### src/rtl/iter_divider_pkg.sv
// ============================================================================
// Module : iter_divider_pkg
// Brief  : Shared FSM encoding and latency constant for the iterative divider.
// Rev    : 1.0  initial release
// ============================================================================
`default_nettype none

package iter_divider_pkg;

  typedef enum logic [1:0] {
    ST_IDLE = 2'd0,
    ST_CALC = 2'd1,
    ST_FIX  = 2'd2
  } div_state_t;

  localparam int DIV_WIDTH = 32;

  function automatic int div_latency(input int width);
    return width + 1;
  endfunction

  // Stall length the pipeline must apply for a non-zero-divisor DIV.
  localparam int DIV_LATENCY = div_latency(DIV_WIDTH);

endpackage

`default_nettype wire

### src/rtl/iter_divider_div_step.sv
// ============================================================================
// Module : iter_divider_div_step
// Brief  : One combinational restoring-division iteration on {A,Q} against M.
// Rev    : 1.0  initial release
// ============================================================================
`default_nettype none

module iter_divider_div_step #(
  parameter int WIDTH = 32
) (
  input  logic [WIDTH:0]   i_a,
  input  logic [WIDTH-1:0] i_q,
  input  logic [WIDTH-1:0] i_m,
  output logic [WIDTH:0]   o_a,
  output logic [WIDTH-1:0] o_q
);

  logic [WIDTH+1:0] w_a_sh;
  logic [WIDTH+1:0] w_diff;
  logic             w_neg;

  // One extra guard bit keeps the trial difference sign unambiguous.
  assign w_a_sh = {i_a, i_q[WIDTH-1]};
  assign w_diff = w_a_sh - {2'b00, i_m};
  assign w_neg  = w_diff[WIDTH+1];

  assign o_a = w_neg ? w_a_sh[WIDTH:0] : w_diff[WIDTH:0];
  assign o_q = {i_q[WIDTH-2:0], ~w_neg};

endmodule

`default_nettype wire

### src/rtl/iter_divider.sv
// ============================================================================
// Module : iter_divider
// Brief  : Multi-cycle signed restoring divider with start/ready handshake.
// Rev    : 1.0  initial release
// ============================================================================
`default_nettype none

module iter_divider
  import iter_divider_pkg::*;
#(
  parameter int WIDTH = 32,
  parameter int CNT_W = $clog2(WIDTH) + 1
) (
  input  logic             clock,
  input  logic             reset_n,
  input  logic             start,
  input  logic [WIDTH-1:0] dividend,
  input  logic [WIDTH-1:0] divisor,
  output logic [WIDTH-1:0] quotient,
  output logic [WIDTH-1:0] remainder,
  output logic             exception,
  output logic             ready,
  output logic             busy
);

  div_state_t       r_state;
  div_state_t       w_state_nxt;
  logic [CNT_W-1:0] r_cnt;
  logic [WIDTH:0]   r_a;
  logic [WIDTH-1:0] r_q;
  logic [WIDTH-1:0] r_m;
  logic             r_sign_q;
  logic             r_sign_r;
  logic             r_dz;
  logic [WIDTH-1:0] r_quotient;
  logic [WIDTH-1:0] r_remainder;
  logic             r_exception;
  logic             r_ready;

  logic [WIDTH:0]   w_a_nxt;
  logic [WIDTH-1:0] w_q_nxt;
  logic [WIDTH-1:0] w_abs_dvd;
  logic [WIDTH-1:0] w_abs_dvs;
  logic             w_div_zero;
  logic             w_last;

  // Magnitudes are unsigned WIDTH-bit, so |MIN_INT| stays representable.
  assign w_abs_dvd  = dividend[WIDTH-1] ? -dividend : dividend;
  assign w_abs_dvs  = divisor[WIDTH-1]  ? -divisor  : divisor;
  assign w_div_zero = (divisor == '0);
  assign w_last     = (r_cnt == CNT_W'(WIDTH - 1));

  iter_divider_div_step #(
    .WIDTH (WIDTH)
  ) u_div_step (
    .i_a (r_a),
    .i_q (r_q),
    .i_m (r_m),
    .o_a (w_a_nxt),
    .o_q (w_q_nxt)
  );

  always_ff @(posedge clock or negedge reset_n) begin
    if (!reset_n) begin
      r_state <= ST_IDLE;
    end else begin
      r_state <= w_state_nxt;
    end
  end

  always_comb begin
    w_state_nxt = r_state;
    case (r_state)
      ST_IDLE: begin
        if (start) begin
          w_state_nxt = w_div_zero ? ST_FIX : ST_CALC;
        end
      end
      ST_CALC: begin
        if (w_last) begin
          w_state_nxt = ST_FIX;
        end
      end
      ST_FIX:  w_state_nxt = ST_IDLE;
      default: w_state_nxt = ST_IDLE;
    endcase
  end

  always_ff @(posedge clock or negedge reset_n) begin
    if (!reset_n) begin
      r_cnt       <= '0;
      r_a         <= '0;
      r_q         <= '0;
      r_m         <= '0;
      r_sign_q    <= 1'b0;
      r_sign_r    <= 1'b0;
      r_dz        <= 1'b0;
      r_quotient  <= '0;
      r_remainder <= '0;
      r_exception <= 1'b0;
      r_ready     <= 1'b0;
    end else begin
      r_ready <= 1'b0;
      case (r_state)
        ST_IDLE: begin
          if (start) begin
            // A zeroed working quotient makes the divide-by-zero result 0/0.
            r_q      <= w_div_zero ? '0 : w_abs_dvd;
            r_m      <= w_abs_dvs;
            r_a      <= '0;
            r_sign_q <= dividend[WIDTH-1] ^ divisor[WIDTH-1];
            r_sign_r <= dividend[WIDTH-1];
            r_dz     <= w_div_zero;
            r_cnt    <= '0;
          end
        end
        ST_CALC: begin
          r_a   <= w_a_nxt;
          r_q   <= w_q_nxt;
          r_cnt <= r_cnt + CNT_W'(1);
        end
        ST_FIX: begin
          r_quotient  <= r_sign_q ? -r_q : r_q;
          r_remainder <= r_sign_r ? -r_a[WIDTH-1:0] : r_a[WIDTH-1:0];
          r_exception <= r_dz;
          r_ready     <= 1'b1;
        end
        default: ;
      endcase
    end
  end

  assign quotient  = r_quotient;
  assign remainder = r_remainder;
  assign exception = r_exception;
  assign ready     = r_ready;
  assign busy      = (r_state != ST_IDLE);

endmodule

`default_nettype wire

### config.mk
export PLATFORM = sky130hd
export DESIGN_NAME = iter_divider
export DESIGN_NICKNAME = d
export VERILOG_FILES = /design/src/rtl/iter_divider_pkg.sv /design/src/rtl/iter_divider_div_step.sv /design/src/rtl/iter_divider.sv
export SDC_FILE = /design/constraint.sdc
export NUM_CORES = 1
export LEC_CHECK = 0
export BUFFER_PORTS_ARGS = -buffer_cell sky130_fd_sc_hd__buf_2
export CAP_MARGIN = 20
export CORE_MARGIN = 3
export CORE_UTILIZATION = 64
export DETAILED_ROUTE_END_ITERATION = 8
export PLACE_DENSITY_LB_ADDON = 0.08
export SETUP_SLACK_MARGIN = 0.15
export SKIP_CTS_REPAIR_TIMING = 1
export SLEW_MARGIN = 20
export SYNTH_ARGS = -nofsm -noshare
export SYNTH_HDL_FRONTEND = slang
export SYNTH_SLANG_ARGS = --single-unit
### constraint.sdc
create_clock -name clock -period 6.74 [get_ports clock]
set_clock_uncertainty 0.15 [all_clocks]
set_input_delay 0.674 -clock clock [delete_from_list [all_inputs] [get_ports clock]]
set_output_delay 0.674 -clock clock [all_outputs]
set_load 0.01 [all_outputs]
# After elaboration in Yosys (flattened, before gate mapping)
# Cells that the tools add are included.
[word_totals]
reg_bits = 174
word_cells = 49
[classes]
n_addsub = 6
n_eq_ne = 5
n_mux = 17
bitwise_logic = 2
reduce_logical = 7
[ops]
columns = ["op", "n"]
rows = [
  ["$mux 32", 6],
  ["$neg 32->32", 4],
  ["$mux 33", 2],
  ["$pmux 33 s2", 1],
  ["$pmux 32 s2", 1],
  ["$sub 34x32->34", 1],
  ["$logic_not 32->1", 1],
  ["$pmux 6 s2", 1],
  ["$add 6x1->6 const B", 1],
  ["$eq 6x5->1 const B", 1],
  ["$mux 2", 3],
  ["$mux 6", 1],
  ["$reduce_and 2->1", 3],
  ["$ne 2x2->1 const B", 2],
  ["$pmux 2 s2", 1],
  ["$reduce_bool 2->1", 2],
  ["$eq 2x1->1 const B", 1],
  ["$eq 2x2->1 const B", 1],
  ["$logic_not 2->1", 1],
  ["$mux 1", 1],
  ["$not 1->1", 1],
  ["$xor 1x1->1", 1],
]

# Longest topological paths before layout
[logic_depth]
word_depth = 5
ltp_mapped = 14
ltp_nobuf = 12

# Cells and area by module
# Synthesis repeated with hierarchy kept, for this count alone.
[hier_totals]
hier_cells = 1322
area_unflattened_um2 = 11592.4
[modules_own_cells]
columns = ["module", "n_inst", "cells_each", "area_per_inst_um2", "seq_area_each_um2"]
rows = [
  ["iter_divider", 1, 985, 9146.3, 4354.2],
  ["iter_divider_div_step", 1, 337, 2446.1, 0.0],
]

# Worst setup path after synthesis
# Ideal clock, no wire load.
[synth_timing]
path_kind = "reg2reg"
from = "reg r_a[16]"
to = "reg r_a[19]"
setup_ns = 0.126
arrival_ns = 2.893
path_slack_ns = 3.570
stages_incl_launch_ff = 13
cell_sequence = "dfrtp_1 > ha_1 > buf_6 > and4_4 > buf_6 > a21o_1 > a221oi_4 > a2111oi_4 > or3_1 > buf_4 > and2_4 > buf_6 > a311o_1"
[synth_between]
elab_chain_cells = 3
[synth_lines]
columns = ["item", "line", "source"]
rows = [
  ["start, declared", "iter_divider.sv:29", "logic [WIDTH:0] r_a;"],
  ["start signal, assigned", "iter_divider.sv:118", "r_a <= w_a_nxt;"],
  ["$sub 34x32->34", "iter_divider_div_step.sv:24", "assign w_diff = w_a_sh - {2'b00, i_m};"],
  ["$mux 33", "iter_divider_div_step.sv:27", "assign o_a = w_neg ? w_a_sh[WIDTH:0] : w_diff[WIDTH:0];"],
  ["$pmux 33 s2", "iter_divider.sv:104", "case (r_state)"],
]
# Every way passes these cells.
# A chain may end at the register's enable or synchronous reset.

# Worst setup path after layout
[layout_timing]
from = "reg r_a[25]"
to = "reg r_a[14]"
# The elaborated chain is that of the path after synthesis.

==> reports/metrics.cfg <==
[run_status]
status = finished, final reports clean

[global_routing]
grt_pass1_vias = 9110
gr-usage-all-layers_pct = 28.6
globalRouteMet3Util_pct = 6.98
grt-ovfl-total = 0
grt_pass1_wl_um = 46000
grt_max_degree = 131
busiest_layer = met1
use_met2_pct = 40.4
grt_use_met1_pct = 44.9
antenna_found_initial = 0

[critical_path]
path_class = flip-flop to flip-flop
r2r_cells = 9
r2r_end = r_a[14]
cp_data_required_time_ns = 6.88
cp-start-kind = flip-flop
regToRegSetupSlack_ns = 2.87
cp-end-kind = flip-flop
cp.arrival_ns = 4.01
crit_fanout = 29
rr_startpoint = r_a[25]

[logic_synthesis]
synth_warnings = 0
yosysSeqAreaShare_pct = 38.0
syn_area_um2 = 11500
ys_async_sr_fraction_pct = 100
syn-num-nets = 1443
synth_cell_types = 72
syn_avg_cell_area_um2 = 8.57
synth-main-ff-cell = dfrtp_1
synth-edff-count = 0
synthCells = 1338
ys_ff_latch = 174

[sta]
final_max_slew_viol_count = 0
worst_hold_slack_ns = 0.175
setup_violations = 0
finalHoldViolations = 0
period_minus_slack_ns = 3.87
rsz0062_at_grt = no
setup_tns_ns = 0
max_freq_ghz = 0.259
slew_headroom_pct = 33.4
post-route-period-util_pct = 57.4
worst_slew_pin_slew_ns = 0.995

[worst_hold_path]
hold_class = input port to async pin

[cells_and_area]
syn2layout_area_growth_pct = 11.1
nNetsFinal = 1527
insertedDiodeCount = 0
final_common_cell = nand2_1
num-fill-cells = 1379
final_cell_mix = nand2_1 (242), o21ai_0 (182), dfrtp_1 (174)
fin_cells = 1660
drive_gt1_share_pct = 14.1
fin_util_pct = 73.2

[job]
drv_cap = 0

[place]
dp_hpwl_um = 20600
portBuffers = 133
gp_congestion = 1.01
place_inst = 1627

[power_and_ir_drop]
powerDensity_nw_per_um2 = 547
ir_worst_vdd_uv = 355
leakagePower_nw = 5.85

[floorplan]
io_pins = 134
initial_utilization_pct = 65.9
row_count = 48
coreArea_um2 = 17400
chipHeight_um = 140
fp.dieW_um = 140
dieArea_um2 = 19600

[clock_network]
cts_tree = yes
numCtsBuffers = 17
root_buffer = clkbuf_16
path_clk_slew_ns = 0.07
clk_latency_ns = 0.43
ctsHtreeMaxLevel = 4
cts.path.max_buffers = 2
cts.sinks = 174

[detailed_routing]
totalWireLength_um = 28200
via_per_inst = 6.13
dr.pass1.iters = 5
vias = 10180
ant_nets = 0
drt_iter0_markers = 1005
drc_errors = 0
wl_per_cell_um = 17.0

cell type report:
| cell class | instances | area, µm² | area share, % |
|---|---|---|---|
| timing repair buffer | 140 | 737 | 5.78 |
| multi-input combinational | 1034 | 6600 | 51.8 |
| clock inverter | 15 | 144 | 1.13 |
| tap | 225 | 282 | 2.21 |
| sequential | 174 | 4350 | 34.2 |
| clock buffer | 17 | 425 | 3.34 |
| inverter | 55 | 206 | 1.62 |
per-stage QoR:
step,cell area (µm²),worst slack (ns),power (mW)
final,12700,2.87,6.97
after detailed placement,12200,2.90,5.93
after global placement,12200,3.00,5.82
after global routing,12700,2.64,7.55
after floorplan,11500,3.57,4.95
after CTS,12700,2.93,6.91
logic make-up (layout without fill, tap and decap cells):
kind of cell | after synthesis | after routing | share of synthesized area (%)
AND/OR/NAND/NOR | 433 | 433 | 17.6
AO/OA/AOI/OAI | 415 | 415 | 24.1
flip-flops | 174 | 174 | 38.0
XOR/XNOR | 142 | 142 | 10.8
buffers and inverters | 130 | 227 | 4.77
adder cells (fa/ha/maj) | 38 | 38 | 4.21
multiplexers | 6 | 6 | 0.534
synthesized netlist by cell type, types with 16 or more instances:
cell,number,share of area (%)
a21o_1,17,1.1
a21oi_1,41,1.8
a22oi_1,32,2.1
clkbuf_1,53,1.7
dfrtp_1,174,38
ha_1,37,4.0
inv_1,55,1.8
nand2_1,243,8.0
nand3_1,19,0.83
nand4_1,20,1.1
nor2_1,34,1.1
nor3_1,19,0.83
o211ai_1,17,1.1
o21ai_0,182,7.9
o31ai_1,37,2.4
o41ai_1,16,1.2
or3_1,19,1.0
xnor2_1,23,1.8
xor2_1,119,9.1
sequential cells by signal, summed over array words and instances (netlist names), 2 cells and up:
name	count
r_q	32
r_a	33
r_state	2
r_cnt	6
r_m	32
remainder	32
quotient	32
critical path, stage by stage, from the launching register on:
cell and delay [ns]:
dfrtp_1 0.47, ha_1 0.46, a21o_1 0.22, nand2_1 0.09, nand2_1 0.06, a2111oi_0 0.60, o21bai_1 0.17, o21ai_2 0.76
and2_4 0.56, o211ai_1 0.16
metal layers:
layer  vias to the layer above  routed length [µm]  part of all wire, %
met5                         -                   0                    0
met4                         0                 235                 0.83
met1                      4762               13500                   48
li1                       4973                   -                    -
met3                        18                2670                  9.5
met2                       427               11800                   42
worst max-delay path by stage:
stage	startpoint	end	slack [ns]	cells after the start
after CTS	r_a[19]	r_a[14]	2.93	9
after global routing	r_a[15]	r_a[14]	2.64	9
after detailed placement	divisor[2]	r_q[26]	2.90	8
after global placement	divisor[2]	r_q[7]	3.00	8
final	r_a[25]	r_a[14]	2.87	9
after floorplan	r_a[16]	r_a[19]	3.57	12
power breakdown:
part	total, mW	internal (mW)	switching, mW
combinational	3.98	1.57	2.42
clock	0.957	0.490	0.467
sequential	2.03	1.52	0.512
total	6.97	3.57	3.40
Power figures use the tool's default switching activity.
